## config.mk

```make
export PLATFORM = sky130hd
export DESIGN_NAME = sound_latch
export DESIGN_NICKNAME = d
export VERILOG_FILES = /design/src/rtl/megasys1_pkg.sv /design/src/rtl/latch_fifo.sv /design/src/rtl/sound_latch.sv
export SDC_FILE = /design/constraint.sdc
export NUM_CORES = 1
export LEC_CHECK = 0
export BUFFER_PORTS_ARGS = -buffer_cell sky130_fd_sc_hd__buf_2
export CAP_MARGIN = 40
export CORE_AREA = 4 4 48 82
export CTS_BUF_LIST = sky130_fd_sc_hd__clkbuf_8
export DETAILED_ROUTE_END_ITERATION = 8
export DIE_AREA = 0 0 52 86
export GPL_TIMING_DRIVEN = 0
export PLACE_DENSITY = 0.92
export SLEW_MARGIN = 20
export SYNTH_ARGS = -nofsm -noshare
export SYNTH_HDL_FRONTEND = slang
export SYNTH_HIERARCHICAL = 1
export SYNTH_SLANG_ARGS = --single-unit
```

## constraint.sdc

```tcl
create_clock -name clk -period 3.1 [get_ports clk]
set_input_delay 0.62 -clock clk [delete_from_list [all_inputs] [get_ports clk]]
set_output_delay 0.62 -clock clk [all_outputs]
set_load 0.01 [all_outputs]
```

## src/rtl/megasys1_pkg.sv

```systemverilog
//------------------------------------------------------------------------------
// megasys1_pkg
// Shared sizing constants for the main/sound CPU mailbox.
// Revision: 1.0
//------------------------------------------------------------------------------
`default_nettype none

package megasys1_pkg;
    localparam int LATCH_DW         = 16;
    localparam int LATCH_FIFO_DEPTH = 4;
    localparam int LATCH_PTR_W      = 2;
endpackage

`default_nettype wire

```

## src/rtl/latch_fifo.sv

```systemverilog
//------------------------------------------------------------------------------
// latch_fifo
// Command storage with push/pop, head and empty; DEPTH=1 gives a pending latch.
// Revision: 1.0
//------------------------------------------------------------------------------
`default_nettype none

module latch_fifo
    import megasys1_pkg::*;
#(
    parameter int DEPTH     = LATCH_FIFO_DEPTH,
    parameter int PTR_W     = LATCH_PTR_W,
    parameter int DW        = LATCH_DW,
    parameter bit OVERWRITE = 1'b0
) (
    input  logic          clk,
    input  logic          reset_n,
    input  logic          push,
    input  logic          pop,
    input  logic [DW-1:0] din,
    output logic [DW-1:0] head,
    output logic          empty,
    output logic          overflow
);

    localparam logic [PTR_W-1:0] LAST     = PTR_W'(DEPTH - 1);
    localparam logic [PTR_W:0]   FULL_CNT = (PTR_W + 1)'(DEPTH);

    logic [DW-1:0]    r_mem [DEPTH];
    logic [PTR_W-1:0] r_wr_ptr;
    logic [PTR_W-1:0] r_rd_ptr;
    logic [PTR_W:0]   r_count;
    logic             r_overflow;

    logic             w_full;
    logic             w_pop;
    logic             w_push;
    logic             w_drop;
    logic             w_clobber;
    logic [PTR_W-1:0] w_wr_next;
    logic [PTR_W-1:0] w_rd_next;
    logic [PTR_W-1:0] w_newest;

    assign empty     = (r_count == '0);
    assign w_full    = (r_count == FULL_CNT);
    // A pop frees a slot in the same cycle, so a push to a full queue with a pop is kept.
    assign w_pop     = pop & ~empty;
    assign w_push    = push & (~w_full | w_pop);
    assign w_drop    = push & w_full & ~w_pop;
    assign w_clobber = w_drop & OVERWRITE;

    assign w_wr_next = (r_wr_ptr == LAST) ? '0 : r_wr_ptr + 1'b1;
    assign w_rd_next = (r_rd_ptr == LAST) ? '0 : r_rd_ptr + 1'b1;
    assign w_newest  = (r_wr_ptr == '0) ? LAST : r_wr_ptr - 1'b1;

    always_ff @(posedge clk or negedge reset_n) begin
        if (!reset_n) begin
            r_mem      <= '{default: '0};
            r_wr_ptr   <= '0;
            r_rd_ptr   <= '0;
            r_count    <= '0;
            r_overflow <= 1'b0;
        end else begin
            if (w_push) begin
                r_mem[r_wr_ptr] <= din;
                r_wr_ptr        <= w_wr_next;
            end
            if (w_clobber) begin
                r_mem[w_newest] <= din;
            end
            if (w_pop) begin
                r_rd_ptr <= w_rd_next;
            end
            if (w_drop) begin
                r_overflow <= 1'b1;
            end
            case ({w_push, w_pop})
                2'b10:   r_count <= r_count + 1'b1;
                2'b01:   r_count <= r_count - 1'b1;
                default: r_count <= r_count;
            endcase
        end
    end

    assign head     = r_mem[r_rd_ptr];
    assign overflow = r_overflow;

endmodule

`default_nettype wire

```

## src/rtl/sound_latch.sv

```systemverilog
//------------------------------------------------------------------------------
// sound_latch
// Main/sound 68000 command and reply mailbox. SOUND_LATCH_FIFO_EN selects a
// 4-entry command FIFO instead of a single overwriting latch.
// Revision: 1.0
//------------------------------------------------------------------------------
`default_nettype none

module sound_latch
    import megasys1_pkg::*;
#(
    parameter int DW = LATCH_DW
) (
    input  logic          clk,
    input  logic          reset_n,
    input  logic          m68kp_latch0_cs,
    input  logic          m68kp_latch1_cs,
    input  logic          m68kp_as_n,
    input  logic          m68kp_rw,
    input  logic [DW-1:0] m68kp_din,
    output logic [DW-1:0] m68kp_latch_dout,
    output logic          m68kp_reply_pending,
    input  logic          m68ks_latch0_cs,
    input  logic          m68ks_latch1_cs,
    input  logic          m68ks_as_n,
    input  logic          m68ks_rw,
    input  logic [DW-1:0] m68ks_din,
    output logic [DW-1:0] m68ks_latch_dout,
    output logic          snd_irq_n,
    output logic          cmd_overflow
);

    logic          w_mw, w_mr, w_sw, w_sr;
    logic          r_mw, r_mr, r_sw, r_sr;
    logic          w_mw_ev, w_mr_ev, w_sw_ev, w_sr_ev;
    logic [DW-1:0] r_reply;
    logic          r_reply_pending;
    logic          w_cmd_empty;

    assign w_mw = m68kp_latch0_cs & ~m68kp_rw & ~m68kp_as_n;
    assign w_mr = m68kp_latch1_cs &  m68kp_rw & ~m68kp_as_n;
    assign w_sw = m68ks_latch1_cs & ~m68ks_rw & ~m68ks_as_n;
    assign w_sr = m68ks_latch0_cs &  m68ks_rw & ~m68ks_as_n;

    // Preset to 1 so a strobe already high when reset releases cannot fire.
    always_ff @(posedge clk or negedge reset_n) begin
        if (!reset_n) begin
            r_mw <= 1'b1;
            r_mr <= 1'b1;
            r_sw <= 1'b1;
            r_sr <= 1'b1;
        end else begin
            r_mw <= w_mw;
            r_mr <= w_mr;
            r_sw <= w_sw;
            r_sr <= w_sr;
        end
    end

    assign w_mw_ev = w_mw & ~r_mw;
    assign w_mr_ev = w_mr & ~r_mr;
    assign w_sw_ev = w_sw & ~r_sw;
    assign w_sr_ev = w_sr & ~r_sr;

    always_ff @(posedge clk or negedge reset_n) begin
        if (!reset_n) begin
            r_reply         <= '0;
            r_reply_pending <= 1'b0;
        end else if (w_sw_ev) begin
            r_reply         <= m68ks_din;
            r_reply_pending <= 1'b1;
        end else if (w_mr_ev) begin
            r_reply_pending <= 1'b0;
        end
    end

`ifdef SOUND_LATCH_FIFO_EN
    latch_fifo #(
        .DEPTH     (LATCH_FIFO_DEPTH),
        .PTR_W     (LATCH_PTR_W),
        .DW        (DW),
        .OVERWRITE (1'b0)
    ) u_cmd (
        .clk      (clk),
        .reset_n  (reset_n),
        .push     (w_mw_ev),
        .pop      (w_sr_ev),
        .din      (m68kp_din),
        .head     (m68ks_latch_dout),
        .empty    (w_cmd_empty),
        .overflow (cmd_overflow)
    );
`else
    latch_fifo #(
        .DEPTH     (1),
        .PTR_W     (1),
        .DW        (DW),
        .OVERWRITE (1'b1)
    ) u_cmd (
        .clk      (clk),
        .reset_n  (reset_n),
        .push     (w_mw_ev),
        .pop      (w_sr_ev),
        .din      (m68kp_din),
        .head     (m68ks_latch_dout),
        .empty    (w_cmd_empty),
        .overflow (cmd_overflow)
    );
`endif

    assign snd_irq_n           = w_cmd_empty;
    assign m68kp_latch_dout    = r_reply;
    assign m68kp_reply_pending = r_reply_pending;

endmodule

`default_nettype wire

```

After elaboration in Yosys (flattened, before gate mapping)
Index checks and enable logic that the tools add are counted.

storage, ports and cells
  logic and storage cells = 70
  bits in registers = 42

cells by class
  equal/unequal tests = 3
  add/sub/neg operators = 5
  $lt $le $gt $ge = 5
  reduce and logical (&&, ||, !) cells = 5
  bitwise gates (word level) = 28
  multiplexer cells = 13

operator list
  operator             number
  $mux 16              5
  $bwmux 16            2
  $and 1x1->1          16
  $not 1->1            11
  $mux 1               5
  $eq 2x1->1 const B   2
  $pmux 2 s2           1
  $reduce_bool 2->1    2
  $lt 1x1->1 const B   3
  $add 1x1->1 const B  2
  $add 2x1->2 const B  1
  $eq 2x2->1 const B   1
  $ge 1x1->1 const B   2
  $logic_and 1x1->1    2
  $logic_not 2->1      1
  $sub 2x1->2 const B  1
  $or 1x1->1           1
  $sub 1x1->1 const B  1

Depth between registers and ports, before layout
  depth after elaboration = 9
  mapped depth = 8
  gate-level depth less buffers = 7

Cells and area by module
The synthesis kept the hierarchy.

modules (own cells, without submodules)
  module       cells each  area an instance (sq um)  seq. area each (sq um)  times used
  latch_fifo   51          814.5                     475.5                   1
  sound_latch  49          807.0                     530.5                   1

Worst setup path after synthesis
OpenSTA, ideal clock, no wires.

  kind = input to register
  start point = input port m68kp_as_n
  end point = register u_cmd.r_count[1]
  path slack = 1.169 ns
  data arrival time = 1.804 ns
  stages on the path = 8
  path buffers = 2
  required time = 2.973 ns
  library setup time = 0.127 ns
  cells stage by stage = nor3b_1 nor2b_1 buf_6 buf_12 o21ai_0 ha_1 nand2_1 o21ai_0

between the ends
  longest elaborated chain between the ends = 6

RTL lines
  what                                             RTL line           source
  start: declaration                               sound_latch.sv:18  input logic m68kp_as_n,
  $not 1->1 *                                      sound_latch.sv:40  assign w_mw = m68kp_latch0_cs & ~m68kp_rw & ~m68kp_as_n;
  $and 1x1->1 *                                    sound_latch.sv:40
  $and 1x1->1 *                                    sound_latch.sv:60  assign w_mw_ev = w_mw & ~r_mw;
  named net w_mw_ev                                sound_latch.sv:35  logic w_mw_ev, w_mr_ev, w_sw_ev, w_sr_ev;
  $and 1x1->1 *                                    latch_fifo.sv:48   assign w_push = push & (~w_full | w_pop);
  $eq 2x1->1 or $eq 2x2->1 (tied branches)         latch_fifo.sv:77   case ({w_push, w_pop})
  $pmux 2 s2 or $reduce_bool 2->1 (tied branches)  -
  end signal: assignment                           latch_fifo.sv:78   2'b10: r_count <= r_count + 1'b1;
  end signal: assignment                           latch_fifo.sv:79   2'b01: r_count <= r_count - 1'b1;
  end signal: assignment                           latch_fifo.sv:80   default: r_count <= r_count;
  end: declaration                                 latch_fifo.sv:32   logic [PTR_W:0] r_count;

The timed path passes the listed nets; every way through them passes the cells marked *.
A chain may end at the register's enable or synchronous reset.

Worst setup path after layout
  start point = input port m68kp_as_n
  end point = register u_cmd.r_count[1]

between the ends
  longest elaborated chain between the ends = 6

RTL lines
  what                                             RTL line           source
  $not 1->1 *                                      sound_latch.sv:40
  $and 1x1->1 *                                    sound_latch.sv:40
  named net w_mw                                   sound_latch.sv:33  logic w_mw, w_mr, w_sw, w_sr;
  $and 1x1->1 *                                    sound_latch.sv:60
  named net w_mw_ev                                sound_latch.sv:35
  $and 1x1->1 *                                    latch_fifo.sv:48
  $eq 2x1->1 or $eq 2x2->1 (tied branches)         latch_fifo.sv:77
  $pmux 2 s2 or $reduce_bool 2->1 (tied branches)  -

Marks and branches as above.

==> flow_summary.json <==
{
  "slew_headroom": 0.645,
  "die_h_um": 86,
  "numPortBuffers": 76,
  "min_period_ns": 1.92,
  "cts_buffer_depth": 2,
  "seq_area_um2": 1010,
  "post_cts_buffers": 0,
  "final-setup-viol-count": 0,
  "yosys_warnings": 6,
  "place_congestion": 0.731,
  "syn_avg_cell_area_um2": 16.2,
  "antenna_cells": 0,
  "start_kind": "input port",
  "layout.nets": 229,
  "p_comb_frac": 0.263,
  "coreArea_um2": 3330,
  "slowest_delay_ns": 0.32,
  "hold_viol_final": 0,
  "root_buffer": "clkbuf_8",
  "start_util": 0.487,
  "pin_count": 77,
  "track_usage": 0.155,
  "synth_ff_type": "dfrtp_1",
  "peakVddDrop_mv": 0.466,
  "grt_pass1_wl_um": 5060,
  "period_share": 0.620,
  "leakage_nw": 1.08,
  "drive_gt1_frac": 0.681,
  "critPathMostFrequentCell": "o21ai_0",
  "synth_seq_area_share": 0.620,
  "wl_per_cell_um": 13.7,
  "skew_ns": 0.00357,
  "path_clk_slew_ns": 0.08,
  "syn_inst": 100,
  "hold_class": "in2async",
  "cts_tree": "built",
  "power_frac_clock": 0.276,
  "slew_violations": 0,
  "outcome": "finished, final reports clean",
  "crit_fanout": 10,
  "fmax_ghz": 0.520,
  "rsz0062_at_grt": "no",
  "syn_area_um2": 1620,
  "vias_per_cell": 4.79,
  "cp-end-kind": "flip-flop",
  "seqPwrFrac": 0.461,
  "dr.pass1.iters": 2,
  "async_reset_ff_frac": 1.00,
  "die-area_um2": 4470,
  "preCtsSetupSlack_ns": 0.866,
  "insertion_delay_ns": 0.28,
  "p_per_area_nw_per_um2": 681,
  "die_w_um": 52,
  "drcViolationCount": 0,
  "tns_ns": 0,
  "cap_violations": 0,
  "grt_max_degree": 35,
  "synth_edf_count": 0,
  "multi_input_area_um2": 562,
  "crit_slowest_cell": "ha_1",
  "num_rows": 28,
  "arrival_ns": 2.09,
  "worst_pin_slew_ns": 0.530,
  "clock_sinks": 40,
  "area_growth_pct": 35.0,
  "critPathKind": "in2reg",
  "ys_types": 19,
  "wl_um": 3150,
  "cts_hold_buffers": 0,
  "crit_required_ns": 3.27,
  "cts_buffers": 5,
  "ant_nets": 0,
  "grt_antenna_before_repair": 0,
  "cts_resized": 0,
  "drt_iter0_drc": 4,
  "grt_pass1_vias": 1172,
  "htreeDepth": 2,
  "switchingPower_uw": 405,
  "syn_nets": 145,
  "vias": 1102,
  "dp_hpwl_um": 2470,
  "switching_share": 0.272,
  "path_cells": "buf_2 > nor3b_1 > nor2b_1 > buf_6 > buf_12 > o21ai_0 > ha_1 > nand2_1 > o21ai_0",
  "setup_ws_ns": 1.18,
  "p_int_mw": 1.08,
  "grt-ovfl-total": 0,
  "synth_seq_cells": 40,
  "n_fill_cell": 260
}
-- state kept, by name (all words and copies together) (netlist names) --
| register | cells |
|---|---|
| u_cmd/r_count | 2 |
| r_mr | 1 |
| u_cmd/r_mem | 16 |
| r_sr | 1 |
| r_mw | 1 |
| m68kp_reply_pending | 1 |
| m68kp_latch_dout | 16 |
| r_sw | 1 |
| u_cmd/overflow | 1 |
-- synth_stat cells, types with 2 or more instances --
cell | instances | area (µm²)
xnor2_1 | 2 | 17.5
dfrtp_1 | 36 | 901
dfstp_2 | 4 | 105
mux2_2 | 24 | 270
mux2_4 | 8 | 120
nor2b_1 | 2 | 12.5
nor2_1 | 2 | 7.51
nand2_1 | 4 | 15.0
nor3b_1 | 2 | 15.0
ha_1 | 3 | 37.5
inv_1 | 3 | 11.3
buf_6 | 2 | 22.5
o21ai_0 | 2 | 10.0
-- power by group through the flow --
| stage | combinational [mW] | clock, mW | sequential [mW] |
|---|---|---|---|
| after floorplan | 0.173 | 0 | 0.744 |
| after global placement | 0.382 | 0 | 0.690 |
| after detailed placement | 0.399 | 0 | 0.698 |
| after CTS | 0.401 | 0.430 | 0.689 |
| after global routing | 0.429 | 0.449 | 0.704 |
| final | 0.392 | 0.411 | 0.688 |
-- logic make-up after synthesis --
| logic type | share of synthesized area |
|---|---|
| compound gates | 0.0162 |
| xor+xnor | 0.0108 |
| fa+ha+maj | 0.0232 |
| buf+inv | 0.0332 |
| flops | 0.620 |
| mux | 0.241 |
| simple gates | 0.0555 |
-- final cells by class --
cell class,count,share of cell area
plain buffers,3,0.0194
clock buffers,5,0.0314
clock inverters,3,0.0194
inverters,3,0.00514
multi-input cells,54,0.257
flip-flops and latches,40,0.459
well taps,45,0.0257
repair buffers,77,0.183
-- cell usage in the layout, fill, tap and decap left out, types with 2 or more instances in the layout --
| cell type | n |
|---|---|
| mux2_2 | 24 |
| nor3b_1 | 2 |
| dfrtp_1 | 36 |
| buf_12 | 2 |
| dfstp_2 | 4 |
| o21ai_0 | 2 |
| xnor2_1 | 2 |
| ha_1 | 3 |
| mux2_4 | 8 |
| clkbuf_8 | 5 |
| nor2b_1 | 2 |
| buf_2 | 76 |
| nor2_1 | 2 |
| buf_6 | 2 |
| inv_1 | 3 |
| nand2_1 | 4 |
-- metal layers --
layer | vias to the layer above | GRT usage | wire length, µm
met2 | 43 | 0.296 | 1790
met3 | 7 | 0.0383 | 188
met1 | 536 | 0.138 | 1100
met5 | - | 0 | 0
met4 | 0 | 0.0859 | 80
li1 | 516 | - | -
-- stage by stage --
| step | hold WS (ns) | power [mW] | cell area [µm²] | util | instances |
|---|---|---|---|---|---|
| finish | 0.160 | 1.49 | 2190 | 0.658 | 230 |
| global route | 0.157 | 1.58 | 2190 | 0.658 | 230 |
| CTS | 0.151 | 1.52 | 2190 | 0.658 | 230 |
| detailed placement | 0.459 | 1.10 | 2080 | 0.624 | 222 |
| global placement | 0.460 | 1.07 | 2060 | 0.618 | 221 |
| floorplan | 0.324 | 0.917 | 1620 | - | 100 |
-- worst max-delay path: cells and delay by family --
kind,cells,cell delay (ns)
adder cells (fa/ha/maj),1,0.32
AND/OR/NAND/NOR,3,0.55
AO/OA/AOI/OAI,2,0.16
buffers and inverters,3,0.43
-- worst paths after layout --
| check | end | from | depth (start not counted) | slack [ns] |
|---|---|---|---|---|
| max | u_cmd/r_count[1]$_DFFE_PN0P_ | m68kp_as_n | 9 | 1.18 |
| min | m68kp_latch_dout[11]$_DFFE_PN0P_ | reset_n | 1 | 0.16 |
| max reg2reg | u_cmd/r_count[1]$_DFFE_PN0P_ | u_cmd/r_count[0]$_DFFE_PN0P_ | 7 | 1.51 |
| min reg2reg | u_cmd/overflow$_DFFE_PN0P_ | u_cmd/overflow$_DFFE_PN0P_ | 1 | 0.48 |
| max in group asynchronous | r_mr$_DFF_PN1_ | reset_n | 2 | 2.46 |
| min in group clk | r_mr$_DFF_PN1_ | m68kp_as_n | 2 | 0.47 |
Note: power is estimated with default switching activity, not from simulation.
